$ cat src/rtl/sub_serial_pkg.sv
// ============================================================================
// sub_serial_pkg : state encoding and counter sizing for sub_serial
// Revision 1.0
// ============================================================================
`default_nettype none

package sub_serial_pkg;

  typedef enum logic [1:0] {
    ST_IDLE  = 2'd0,
    ST_SHIFT = 2'd1,
    ST_DONE  = 2'd2
  } state_t;

  // Bit counter must represent 0..N inclusive.
  function automatic int cnt_width(input int n);
    return (n < 1) ? 1 : $clog2(n + 1);
  endfunction

endpackage

`default_nettype wire

$ cat src/rtl/sub_serial_fa.sv
// ============================================================================
// fa : one-bit full-adder cell
// Revision 1.0
// ============================================================================
`default_nettype none

module fa (
  input  logic a,
  input  logic b,
  input  logic ci,
  output logic s,
  output logic co
);

  assign s  = a ^ b ^ ci;
  assign co = (a & b) | (a & ci) | (b & ci);

endmodule

`default_nettype wire

$ cat src/rtl/sub_serial.sv
// ============================================================================
// sub_serial : bit-serial N-bit subtractor d = a - b - bin, LSB first.
// Optional SUB_SERIAL_SAT_EN: clamp d to 0 on final borrow.  Revision 1.0
// ============================================================================
`default_nettype none

module sub_serial
  import sub_serial_pkg::*;
#(
  parameter int N = 4
) (
  input  logic         clock,
  input  logic         reset_n,
  input  logic         start,
  input  logic [N-1:0] a,
  input  logic [N-1:0] b,
  input  logic         bin,
  output logic [N-1:0] d,
  output logic         bout,
  output logic         busy,
  output logic         done
);

  localparam int CW = cnt_width(N);

  state_t        state_q, state_d;
  logic [N-1:0]  a_sr_q, a_sr_d;
  logic [N-1:0]  b_sr_q, b_sr_d;
  logic [N-1:0]  res_q, res_d;
  logic [CW-1:0] cnt_q, cnt_d;
  logic          carry_q, carry_d;
  logic [N-1:0]  d_q, d_d;
  logic          bout_q, bout_d;
  logic          busy_q, busy_d;
  logic          done_q, done_d;

  logic          fa_s, fa_co;
  logic [N-1:0]  s_vec;
  logic [N-1:0]  res_shift;

  fa u_fa (
    .a  (a_sr_q[0]),
    .b  (b_sr_q[0]),
    .ci (carry_q),
    .s  (fa_s),
    .co (fa_co)
  );

  always_comb begin
    state_d   = state_q;
    a_sr_d    = a_sr_q;
    b_sr_d    = b_sr_q;
    res_d     = res_q;
    cnt_d     = cnt_q;
    carry_d   = carry_q;
    d_d       = d_q;
    bout_d    = bout_q;
    busy_d    = busy_q;
    done_d    = 1'b0;
    s_vec     = '0;
    s_vec[N-1] = fa_s;
    res_shift = (res_q >> 1) | s_vec;

    case (state_q)
      ST_IDLE, ST_DONE: begin
        busy_d  = 1'b0;
        state_d = ST_IDLE;
        if (start) begin
          // Subtraction as a + ~b + ~bin; carry holds the inverted borrow.
          a_sr_d  = a;
          b_sr_d  = ~b;
          carry_d = ~bin;
          res_d   = '0;
          cnt_d   = '0;
          busy_d  = 1'b1;
          state_d = ST_SHIFT;
        end
      end
      ST_SHIFT: begin
        a_sr_d  = a_sr_q >> 1;
        b_sr_d  = b_sr_q >> 1;
        res_d   = res_shift;
        carry_d = fa_co;
        cnt_d   = cnt_q + CW'(1);
        if (cnt_q == CW'(N - 1)) begin
          bout_d  = ~fa_co;
`ifdef SUB_SERIAL_SAT_EN
          d_d     = fa_co ? res_shift : '0;
`else
          d_d     = res_shift;
`endif
          busy_d  = 1'b0;
          done_d  = 1'b1;
          state_d = ST_DONE;
        end
      end
      default: begin
        busy_d  = 1'b0;
        state_d = ST_IDLE;
      end
    endcase
  end

  always_ff @(posedge clock or negedge reset_n) begin
    if (!reset_n) begin
      state_q <= ST_IDLE;
      a_sr_q  <= '0;
      b_sr_q  <= '0;
      res_q   <= '0;
      cnt_q   <= '0;
      carry_q <= 1'b0;
      d_q     <= '0;
      bout_q  <= 1'b0;
      busy_q  <= 1'b0;
      done_q  <= 1'b0;
    end else begin
      state_q <= state_d;
      a_sr_q  <= a_sr_d;
      b_sr_q  <= b_sr_d;
      res_q   <= res_d;
      cnt_q   <= cnt_d;
      carry_q <= carry_d;
      d_q     <= d_d;
      bout_q  <= bout_d;
      busy_q  <= busy_d;
      done_q  <= done_d;
    end
  end

  assign d    = d_q;
  assign bout = bout_q;
  assign busy = busy_q;
  assign done = done_q;

endmodule

`default_nettype wire

$ cat config.mk
export PLATFORM = sky130hd
export DESIGN_NAME = sub_serial
export DESIGN_NICKNAME = d
export VERILOG_FILES = /design/src/rtl/sub_serial_pkg.sv /design/src/rtl/sub_serial_fa.sv /design/src/rtl/sub_serial.sv
export SDC_FILE = /design/constraint.sdc
export NUM_CORES = 1
export LEC_CHECK = 0
export CAP_MARGIN = 0
export CORE_UTILIZATION = 38
export DETAILED_ROUTE_END_ITERATION = 6
export SLEW_MARGIN = 20
export SYNTH_ARGS = -nofsm -noshare
export SYNTH_HDL_FRONTEND = slang
export SYNTH_SLANG_ARGS = --single-unit
$ cat constraint.sdc
create_clock -name clock -period 4.2 [get_ports clock]
set_input_delay 1.05 -clock clock [delete_from_list [all_inputs] [get_ports clock]]
set_output_delay 1.05 -clock clock [all_outputs]
set_load 0.03 [all_outputs]
==> metrics <==
status=finished clean; clock buffer count from CTS=3; DR pass1 iterations=4; Routed WL=2.007 mm; wire length per cell=12.70 µm; synthesized area=1196 µm²; Worst setup EP type=primary output; Pint=629.9 µW; largest area contributor in the netlist=dfrtp_1; Setup Buffers After CTS=0; Sequential Power Share=0.432; DP Cell Count=between 150 and 200; post-cts hold buffer count=0; Clock power frac=0.118; CTS Root Cell=clkbuf_4; hold slack=498.5 ps; Tcrit/Tclk final=0.5746; Peak supply drop=0.4723 mV; max incr delay on CP=about 670 ps; routed via count=just under 800; most common cell after layout, fill and taps aside=dfrtp_1; Sw Pwr=388.9 µW; Yosys warnings=0; syn nets=about 110; routed vias/inst=4.905; min cycle time layout=2413 ps; #FFs+latches synth=24; area of the multi-input gates=513.0 µm²; Cell variety after synth=29; relative slew slack=0.4549; Setup crit start kind=register; Fmax=414.4 MHz; fraction of layout cells with a size suffix above 1=0.1293; GRT Util Overall=0.1420; register area=600.6 µm²; Worst Path Required=3150 ps; combinational power share=0.450; switching share of power=0.3817; antenna violations before repair=0; H-tree depth=1; clk_lat worst skew=310 ps; Syn Inst Count=99; Synth area leaders=dfrtp_1 (50%), mux2i_1 (7.5%), a22o_1 (4.4%), buf_6 (3.8%), mux2_4 (3.8%); post-synthesis sequential area ratio=0.5021; Setup CP Type=register to primary output; CTS tree=built; CTS clk-pin slew, worst paths=130 ps; slowest CP cell=clkdlybuf4s50_1; Final Max Tran Viols=0; final worst slack=roughly 1800 ps; number of fillers in the final layout=between 200 and 300; dpl hpwl=1.424 mm; unrepaired setup endpoints after global routing=false; setup total negative slack=0 ps; Worst Tran Pin Value=roughly 820 ps; most frequent cells in the layout=dfrtp_1 (24), clkdlybuf4s50_1 (17), mux2i_1 (9), inv_1 (8), a22o_1 (6); Finished Layout Cells=158; CP cell instances=clkdlybuf4s50_1; final net count=around 130; power per cell area=723.8 nW/µm²; Hold Violations, Final=0; die width=between 50 and 60 µm; HP Class=register to register; post-route core utilization=0.4893; post_cts resized=0; Leakage=between 0.0006 and 0.0007 µW; first-pass GRT wire length=3.560 mm; share of the synthesized area in the top cell type=0.5021; Worst Path Arrival=1360 ps; largest net degree at the start of global routing=25; GRT overflow=0; remaining antenna violation count=0; row cnt=19; synthesized area per cell=12.08 µm²; 1st-iter DRT viols=21; die height=58.11 µm; PortBufs=18; DIE AREA=3376 µm²; Max Cap Viol=0; CP delay by family, top=buffers and inverters; Worst Path Max Fanout=2; core area=about 2900 µm²; Starting Density=0.4158; pre-CTS setup slack=~1700 ps; drc violations=0; Setup Viol. Count Final=0; I/O pin total=19; Setup Skew=around 7.7 ps; clock sink count=24; Max Root-Sink Buffers=2; area grow syn2layout=17.68%; vias in the first global route=803; gp weighted congestion=about 0.69; diodes inserted=0; WP buf/inv=1
-- cell usage after synthesis, drive strengths merged --
| library cell | n |
|---|---|
| nand2 | 5 |
| mux2 | 5 |
| nor2b | 3 |
| fa | 1 |
| nor2 | 3 |
| nand3b | 1 |
| o211ai | 1 |
| nand3 | 2 |
| nor3 | 2 |
| ha | 2 |
| inv | 8 |
| xnor2 | 1 |
| a211oi | 5 |
| and2b | 2 |
| mux2i | 9 |
| dfrtp | 24 |
| o31ai | 1 |
| buf | 5 |
| a22o | 6 |
| a21oi | 3 |
| nand2b | 2 |
| o21ai | 6 |
| o21a | 2 |
-- power by group through the flow --
stage	clock network, µW	logic [µW]	registers (µW)
finish	120	459	440
floorplan	0	348	449
CTS	126	467	442
global placement	0	451	442
detailed placement	0	466	445
global route	134	510	459
-- through the flow --
stage               total power (µW)  instance area [µm²]
CTS                             1035                 1413
floorplan                      796.9                 1196
finish                          1019                 1408
global placement               893.0                 1376
detailed placement             910.6                 1376
global route                    1103                 1408
-- sequential cells by signal, indices dropped and copies added (netlist names) --
signal and cells:
a_sr_q 4, b_sr_q 4, bout 1, res_q 3, carry_q 1, busy 1
state_q 2, d 4, done 1, cnt_q 3
-- kinds of logic after synthesis --
kind of cell / Yosys count / share of synthesized area
compound gates: 24 / 0.1464
mux: 14 / 0.1318
fa+ha+maj: 3 / 0.03765
flops: 24 / 0.5021
xor+xnor: 1 / 0.007324
simple gates: 20 / 0.1057
buf+inv: 13 / 0.06904
-- final cells by class --
cell class	instances	area share
sequential	24	0.4267
tap	42	0.03733
timing repair buffer	18	0.1244
inverter	8	0.02133
multi-input combinational	62	0.3644
clock buffer	4	0.02578
-- routing by layer --
layer,part of all wire,track usage
met5,0,0
met1,0.46,0.1717
met3,0.041,0.04688
met2,0.49,0.2414
met4,0.0070,0.04082
-- tightest hold or removal path, cell delays in order (launching register included) --
cell and delay [ps]:
dfrtp_1 360, nand2_1 40, o21ai_0 60
-- path summary, 6_finish.rpt --
kind,from,to,slack (ps),cells after the start
max reg2reg,state_q[0],bout,2580,2
max,d[0],d[0],1790,1
max in group asynchronous,reset_n,bout,3150,1
min in group asynchronous,reset_n,b_sr_q[3],690,1
min,d[2],d[2],500,2
min reg2reg,d[2],d[2],500,2
Note: power is estimated with default switching activity, not from simulation.
